[config.mk]
export PLATFORM = sky130hd
export DESIGN_NAME = mem_arbiter
export DESIGN_NICKNAME = d
export VERILOG_FILES = /design/src/rtl/mem_arbiter.sv
export SDC_FILE = /design/constraint.sdc
export NUM_CORES = 1
export LEC_CHECK = 0
export CAP_MARGIN = 20
export CORE_MARGIN = 1.5
export CORE_UTILIZATION = 45
export DETAILED_ROUTE_END_ITERATION = 8
export GPL_ROUTABILITY_DRIVEN = 0
export PLACE_DENSITY_LB_ADDON = 0.2
export SLEW_MARGIN = 10
export SYNTH_ARGS = -nofsm -noshare
export SYNTH_HDL_FRONTEND = slang
export SYNTH_SLANG_ARGS = --single-unit
[constraint.sdc]
create_clock -name clk -period 27.3 [get_ports clk]
set_input_delay 8.19 -clock clk [delete_from_list [all_inputs] [get_ports clk]]
set_output_delay 8.19 -clock clk [all_outputs]
set_load 0.005 [all_outputs]
[src/rtl/mem_arbiter.sv]
// Byte-serial external RAM sequencer shared by icache refills and LSB loads/stores.
// Optional IO-space store stalling on a full UART buffer: define MEM_IO_STALL_EN.
module mem_arbiter #(
  parameter int unsigned LINE_BYTES = 16,
  parameter int unsigned ADDR_W     = 32
) (
  input  logic                    clk,
  input  logic                    rst,
  input  logic                    rdy,
  input  logic [7:0]              mem_din,
  output logic [7:0]              mem_dout,
  output logic [ADDR_W-1:0]       mem_a,
  output logic                    mem_wr,
  input  logic                    io_buffer_full,
  input  logic                    ic_req,
  input  logic [ADDR_W-1:0]       ic_addr,
  output logic                    ic_done,
  output logic [LINE_BYTES*8-1:0] ic_line,
  input  logic                    lsb_req,
  input  logic                    lsb_wr,
  input  logic [1:0]              lsb_size,
  input  logic [ADDR_W-1:0]       lsb_addr,
  input  logic [31:0]             lsb_wdata,
  output logic                    lsb_done,
  output logic [31:0]             lsb_rdata,
  input  logic                    clear
);

  localparam int unsigned CNT_W  = $clog2(LINE_BYTES);
  localparam int unsigned LINE_W = LINE_BYTES * 8;

  typedef enum logic [2:0] {IDLE, IFETCH, LOAD, STORE, IOWAIT} state_e;

  state_e              state_q, state_d;
  logic [CNT_W-1:0]    cnt_q, cnt_d, last_q, last_d, cnt_next;
  logic [1:0]          size_q, size_d;
  logic [31:0]         wdata_q, wdata_d;
  logic [LINE_W-1:0]   buf_q, buf_d;
  logic                last_lsb_q, last_lsb_d;
  logic [ADDR_W-1:0]   mem_a_q, mem_a_d, mem_a_next;
  logic [7:0]          mem_dout_q, mem_dout_d;
  logic                mem_wr_q, mem_wr_d;
  logic                ic_done_q, ic_done_d, lsb_done_q, lsb_done_d;
  logic [LINE_W-1:0]   ic_line_q, ic_line_d;
  logic [31:0]         lsb_rdata_q, lsb_rdata_d;
  logic                want_ic, want_lsb, pick_lsb;
  logic                stall_grant, stall_next;

  assign mem_a_next = mem_a_q + ADDR_W'(1);
  assign cnt_next   = cnt_q + CNT_W'(1);

`ifdef MEM_IO_STALL_EN
  assign stall_grant = io_buffer_full && (lsb_addr[17:16] == 2'b11);
  assign stall_next  = io_buffer_full && (mem_a_next[17:16] == 2'b11);
`else
  assign stall_grant = 1'b0;
  assign stall_next  = 1'b0;
`endif

  always_comb begin
    state_d     = state_q;
    cnt_d       = cnt_q;
    last_d      = last_q;
    size_d      = size_q;
    wdata_d     = wdata_q;
    buf_d       = buf_q;
    last_lsb_d  = last_lsb_q;
    mem_a_d     = mem_a_q;
    mem_dout_d  = mem_dout_q;
    mem_wr_d    = mem_wr_q;
    ic_done_d   = 1'b0;
    lsb_done_d  = 1'b0;
    ic_line_d   = ic_line_q;
    lsb_rdata_d = lsb_rdata_q;
    // A requester is ignored while its own done pulse is showing; clear blocks new reads.
    want_ic     = ic_req && !ic_done_q && !clear;
    want_lsb    = lsb_req && !lsb_done_q && !(clear && !lsb_wr);
    pick_lsb    = (want_ic && want_lsb) ? !last_lsb_q : want_lsb;

    case (state_q)
      IDLE: begin
        if (want_ic || want_lsb) begin
          cnt_d      = '0;
          last_lsb_d = pick_lsb;
          if (pick_lsb) begin
            mem_a_d = lsb_addr;
            size_d  = lsb_size;
            wdata_d = lsb_wdata;
            last_d  = (lsb_size == 2'd0) ? CNT_W'(0) :
                      (lsb_size == 2'd1) ? CNT_W'(1) : CNT_W'(3);
            if (lsb_wr) begin
              mem_dout_d = lsb_wdata[7:0];
              state_d    = stall_grant ? IOWAIT : STORE;
              mem_wr_d   = !stall_grant;
            end else begin
              state_d  = LOAD;
              mem_wr_d = 1'b0;
            end
          end else begin
            mem_a_d  = ic_addr;
            last_d   = CNT_W'(LINE_BYTES - 1);
            state_d  = IFETCH;
            mem_wr_d = 1'b0;
          end
        end
      end
      IFETCH, LOAD: begin
        if (clear) begin
          state_d  = IDLE;
          mem_wr_d = 1'b0;
        end else begin
          // mem_din now holds the byte addressed on the previous cycle.
          buf_d[{cnt_q, 3'b000} +: 8] = mem_din;
          if (cnt_q == last_q) begin
            state_d = IDLE;
            if (state_q == IFETCH) begin
              ic_done_d = 1'b1;
              ic_line_d = buf_d;
            end else begin
              lsb_done_d = 1'b1;
              case (size_q)
                2'd0:    lsb_rdata_d = {24'b0, buf_d[7:0]};
                2'd1:    lsb_rdata_d = {16'b0, buf_d[15:0]};
                default: lsb_rdata_d = buf_d[31:0];
              endcase
            end
          end else begin
            cnt_d   = cnt_next;
            mem_a_d = mem_a_next;
          end
        end
      end
      STORE: begin
        if (cnt_q == last_q) begin
          state_d    = IDLE;
          mem_wr_d   = 1'b0;
          lsb_done_d = 1'b1;
        end else begin
          cnt_d      = cnt_next;
          mem_a_d    = mem_a_next;
          mem_dout_d = wdata_q[{cnt_next[1:0], 3'b000} +: 8];
          state_d    = stall_next ? IOWAIT : STORE;
          mem_wr_d   = !stall_next;
        end
      end
      IOWAIT: begin
        if (!io_buffer_full) begin
          state_d  = STORE;
          mem_wr_d = 1'b1;
        end
      end
      default: begin
        state_d  = IDLE;
        mem_wr_d = 1'b0;
      end
    endcase
  end

  always_ff @(posedge clk or posedge rst) begin
    if (rst) begin
      state_q     <= IDLE;
      cnt_q       <= '0;
      last_q      <= '0;
      size_q      <= '0;
      wdata_q     <= '0;
      buf_q       <= '0;
      last_lsb_q  <= 1'b0;
      mem_a_q     <= '0;
      mem_dout_q  <= '0;
      mem_wr_q    <= 1'b0;
      ic_done_q   <= 1'b0;
      lsb_done_q  <= 1'b0;
      ic_line_q   <= '0;
      lsb_rdata_q <= '0;
    end else if (rdy) begin
      state_q     <= state_d;
      cnt_q       <= cnt_d;
      last_q      <= last_d;
      size_q      <= size_d;
      wdata_q     <= wdata_d;
      buf_q       <= buf_d;
      last_lsb_q  <= last_lsb_d;
      mem_a_q     <= mem_a_d;
      mem_dout_q  <= mem_dout_d;
      mem_wr_q    <= mem_wr_d;
      ic_done_q   <= ic_done_d;
      lsb_done_q  <= lsb_done_d;
      ic_line_q   <= ic_line_d;
      lsb_rdata_q <= lsb_rdata_d;
    end
  end

  assign mem_a     = mem_a_q;
  assign mem_dout  = mem_dout_q;
  assign mem_wr    = mem_wr_q;
  assign ic_done   = ic_done_q;
  assign ic_line   = ic_line_q;
  assign lsb_done  = lsb_done_q;
  assign lsb_rdata = lsb_rdata_q;

endmodule

# Word level (Yosys, flattened, before mapping)
# Index checks and enable logic that the tools add are counted.
# W data, S select, Z words.
[totals]
regBits = 377
out_inout_bits = 203
[classes]
n_addsub = 3
eq_ne = 15
shifts = 3
n_mux = 44
bitwise_logic = 2
n_reduce_logical = 28
[op_table]
columns = ["op", "n"]
rows = [
  ["$bwmux W128", 1],
  ["$mux W32", 4],
  ["$shift A8 B9 Y128 const A", 1],
  ["$shiftx A8 B9 Y128", 1],
  ["$pmux W32 S3", 1],
  ["$pmux W32 S2", 1],
  ["$add A32 B1 Y32 const B", 1],
  ["$mux W8", 4],
  ["$shiftx A32 B6 Y8", 1],
  ["$mux W1", 16],
  ["$mux W4", 4],
  ["$pmux W8 S2", 1],
  ["$reduce_and A4 Y1", 4],
  ["$mux W3", 5],
  ["$ne A2 B2 Y1 const B", 7],
  ["$pmux W3 S4", 1],
  ["$pmux W4 S3", 1],
  ["$reduce_and A5 Y1", 2],
  ["$neg A7 Y9", 1],
  ["$eq A3 B2 Y1 const B", 2],
  ["$logic_and A1 B1 Y1", 6],
  ["$logic_not A1 Y1", 6],
  ["$mux W2", 3],
  ["$reduce_and A3 Y1", 2],
  ["other kinds (16)", 19],
]

# Logic depth before layout (Yosys ltp)
[depth]
word_depth = 9
mapped_depth = 11

# Worst setup path after synthesis
# Ideal clock, no wire load.
[synth_path]
path_type = "input to register"
start = "in clear"
end = "reg size_q[0]"
setup_ns = 0.125
t_arrival_ns = 9.608
required_time_ns = 27.175
path_slack_ns = 17.567
cell_stages = 6
path_cell_list = "or3b_1 nand2_1 nand4b_4 nor2_4 buf_4 mux2_2"
[synth_between]
elab_chain_len = 6
word_cells_on_any_way = 9
classes_between = "mux: 1; reduce/logical: 8"
[synth_rtl]
columns = ["item", "line_no", "rtl"]
rows = [
  ["start, declared", "26", "input logic clear"],
  ["$logic_and A1 B1 Y1", "77", "want_lsb = lsb_req && !lsb_done_q && !(clear && !lsb_wr);"],
  ["$logic_not A1 Y1", "77", ""],
  ["$logic_and A1 B1 Y1", "77", ""],
  ["$logic_and A1 B1 Y1", "78", "pick_lsb = (want_ic && want_lsb) ? !last_lsb_q : want_lsb;"],
  ["$mux W1", "78", ""],
  ["$reduce_and A4 Y1 (no line) (*)", "--", ""],
  ["end signal, assigned", "179", "size_q <= size_d;"],
  ["end, declared", "36", "logic [1:0] size_q, size_d;"],
]
# Every way passes the cells marked *; elsewhere a longest branch is shown, timed or not.
# A chain may end at the register's enable or synchronous reset.

# Worst setup path after layout
[layout_path]
start = "in clear"
end = "reg ic_line_q[106] (netlist: ic_line[106])"
[layout_between]
elab_chain_len = 2
[layout_rtl]
columns = ["item", "line_no", "rtl"]
rows = [
  ["$not A1 Y1 (no line)", "--", ""],
  ["$reduce_and A5 Y1 (no line)", "--", ""],
  ["end signal, assigned", "188", "ic_line_q <= ic_line_d;"],
  ["end, declared", "44", "logic [LINE_W-1:0] ic_line_q, ic_line_d;"],
]
# No other way between the ends.

==> run metrics <==
outcome=finished, final reports clean; Seq/Total Area, Yosys=0.529; Final setup viols=0; initial core utilization=0.458; most common cell after layout, fill and taps aside=dfrtp_1; Core Area=38700 um^2; drt initial violations=918; max-slew violations=0; root buf cell=clkbuf_16; DP HPWL=33600 um; Worst Setup SP=clear; Mapped Area=17700 um^2; I/O Buffers=315; Worst setup SP type=input pin; number of global-route vias before repair=13700; FF-to-FF Start=state_q[0]; final hold violations=0; vias=13700; WP data arrival=11.32 ns; Ports=317; worst vdd ir=0.0000500 V; number of vias per cell=5.53; Max Fclk=0.0913 GHz; Final Instance Area=22500 um^2; drt first pass iters=5; Critical Path RT=27.67 ns; Least-Margin Pin Slew=1.07 ns; Yosys top cell area share=0.529; die area=40600 um^2; Final Critical Period=10.96 ns; Ys Warns=0; Avg Cell Area, Syn=10.6 um^2; Slew HR=0.285; pin count of the biggest net entering global routing=193; Final period util=0.401; Clock Tree Buf Depth=3; DRC Markers=0; cts hold-fix bufs=0; Nets=2047; Worst Clk Skew=0.0181 ns; Num CTS Buffers=41; top cells by area, synth=dfrtp_1 (53%), mux2_2 (7.4%), mux2i_1 (6.7%), nand2_1 (6.2%), o21ai_0 (4.5%); layout cells sized above 1=0.126; first-pass GRT wire length=77000 um; most frequent cells in the layout=dfrtp_1 (375), clkdlybuf4s50_1 (315), nand2_1 (293), o21ai_0 (160), mux2i_1 (119); post-detailed-route wirelength per cell=19.7 um; asr flop ratio synth=1.00; Max Cap Viol=0; Total GRT Usage=0.240; Clock Latency Late Sink=0.55 ns; Setup TNS=0 ns; Finished Layout Cells=2471; Leak=9.82 nW; CTS Sinks=375; Remaining Overflow, GRT=0; setup bufs post-CTS=0; Chip Height=202 um; quantity of gates resized following cts=0; worst-path fanout max=108; chip width=202 um; ant diodes=0; Synth Register Bits=375; RSZ-0062 raised after global routing=no; EDFF count, synth=0; Post-DP Area=21100 um^2; Setup CP Type=in2reg; Post-Syn Instances=1673; CTS tree=built; syn nets=1795; Post-Route WL=48600 um; Final ANT Viol Nets=0; crit end category=register; Rows=72; pwr dens=85.0 nW/um^2; Synth cell types=82; Hold Crit Class=reg2reg; Hold WS=0.475 ns; initial antenna violation count=1; dpl cells=2398; Clock transition at path regs=0.05 ns; dominant synthesized flop cell=dfrtp_1; H-tree levels=2; Area growth, synth to finish=26.7%; Min-Delay Startpoint=ic_line[124]; largest area contributor in the netlist=dfrtp_1
==> state kept, by name (all words and copies together), names as in the netlist, 2 cells and up <==
signal     cells
buf_q        128
ic_line      128
lsb_rdata     32
mem_a         32
wdata_q       32
mem_dout       8
cnt_q          4
last_q         3
size_q         2
state_q        2
==> final cells by class <==
type	count	area [um^2]
tap	518	648
multi-input combinational	1165	7760
clock inverter	8	125
sequential	375	9380
clock buffer	63	1220
inverter	15	63.8
fill	3358	16300
timing repair buffer	327	3270
==> worst paths after layout <==
kind | end | slack (ns) | cells past startpoint
max in group asynchronous | ic_line[22] | 16.75 | 4
min reg2reg | ic_line[124] | 0.48 | 2
min in group asynchronous | wdata_q[21] | 8.22 | 2
max reg2reg | ic_line[106] | 23.76 | 8
min | ic_line[124] | 0.48 | 2
max | ic_line[106] | 16.34 | 7
==> worst max-delay path, cell delays in order <==
cell and delay [ns]:
clkdlybuf4s50_1 0.52, nor2b_1 0.25, and2_1 0.58, nand3_4 0.72
buf_4 0.70, nand2_1 0.16, o21ai_0 0.10
==> logic make-up (layout without fill, tap and decap cells) <==
family                   count (synthesis)  after routing  synth area share
AND/OR/NAND/NOR                        559            559             0.152
flip-flops                             375            375             0.529
AO/OA/AOI/OAI                          351            351             0.126
multiplexers                           244            244             0.152
buffers and inverters                  133            413            0.0342
adder cells (fa/ha/maj)                  8              8           0.00564
XOR/XNOR                                 3              3           0.00233
==> where the power goes <==
group,total (W),internal [W],leakage [nW],switching (W)
clock,0.000556,0.000336,0.655,0.000220
combinational,0.000609,0.000281,4.10,0.000328
sequential,0.000745,0.000653,5.06,0.0000926
==> metrics by stage <==
stage	setup slack [ns]	power, W	utilization
after floorplan	8.69	0.00112	-
after global placement	15.91	0.00135	0.545
after detailed placement	15.85	0.00136	0.545
after CTS	16.40	0.00192	0.579
after global routing	15.98	0.00201	0.580
final	16.34	0.00191	0.580
==> synth_stat cells (all sizes together), types with 3 or more instances <==
| library cell | number |
|---|---|
| nor3 | 12 |
| and4 | 11 |
| and3 | 34 |
| nand4 | 11 |
| or3 | 26 |
| xnor2 | 3 |
| a31oi | 29 |
| o32ai | 5 |
| nor2 | 63 |
| and2 | 15 |
| o21ai | 185 |
| ha | 8 |
| o221a | 6 |
| a311oi | 6 |
| clkbuf | 56 |
| a21oi | 33 |
| nand2b | 4 |
| inv | 14 |
| or2 | 5 |
| o31ai | 43 |
| a211o | 3 |
| buf | 62 |
| nand2 | 297 |
| mux2 | 117 |
| a221oi | 3 |
| nor3b | 4 |
| mux4 | 8 |
| nor4 | 12 |
| nor2b | 4 |
| dfrtp | 375 |
| nand3 | 55 |
| o22ai | 13 |
| mux2i | 119 |
==> layer usage <==
metal  vias up  wire length [um]  part of all wire  track usage
met3       111              2910             0.060       0.0500
met2       409             24000              0.49        0.410
met1      6649             20000              0.41        0.300
met5         -                11           0.00023            0
met4         2              1720             0.035       0.0901
li1       6495                 -                 -            -
Note: power is estimated with default switching activity, not from simulation.
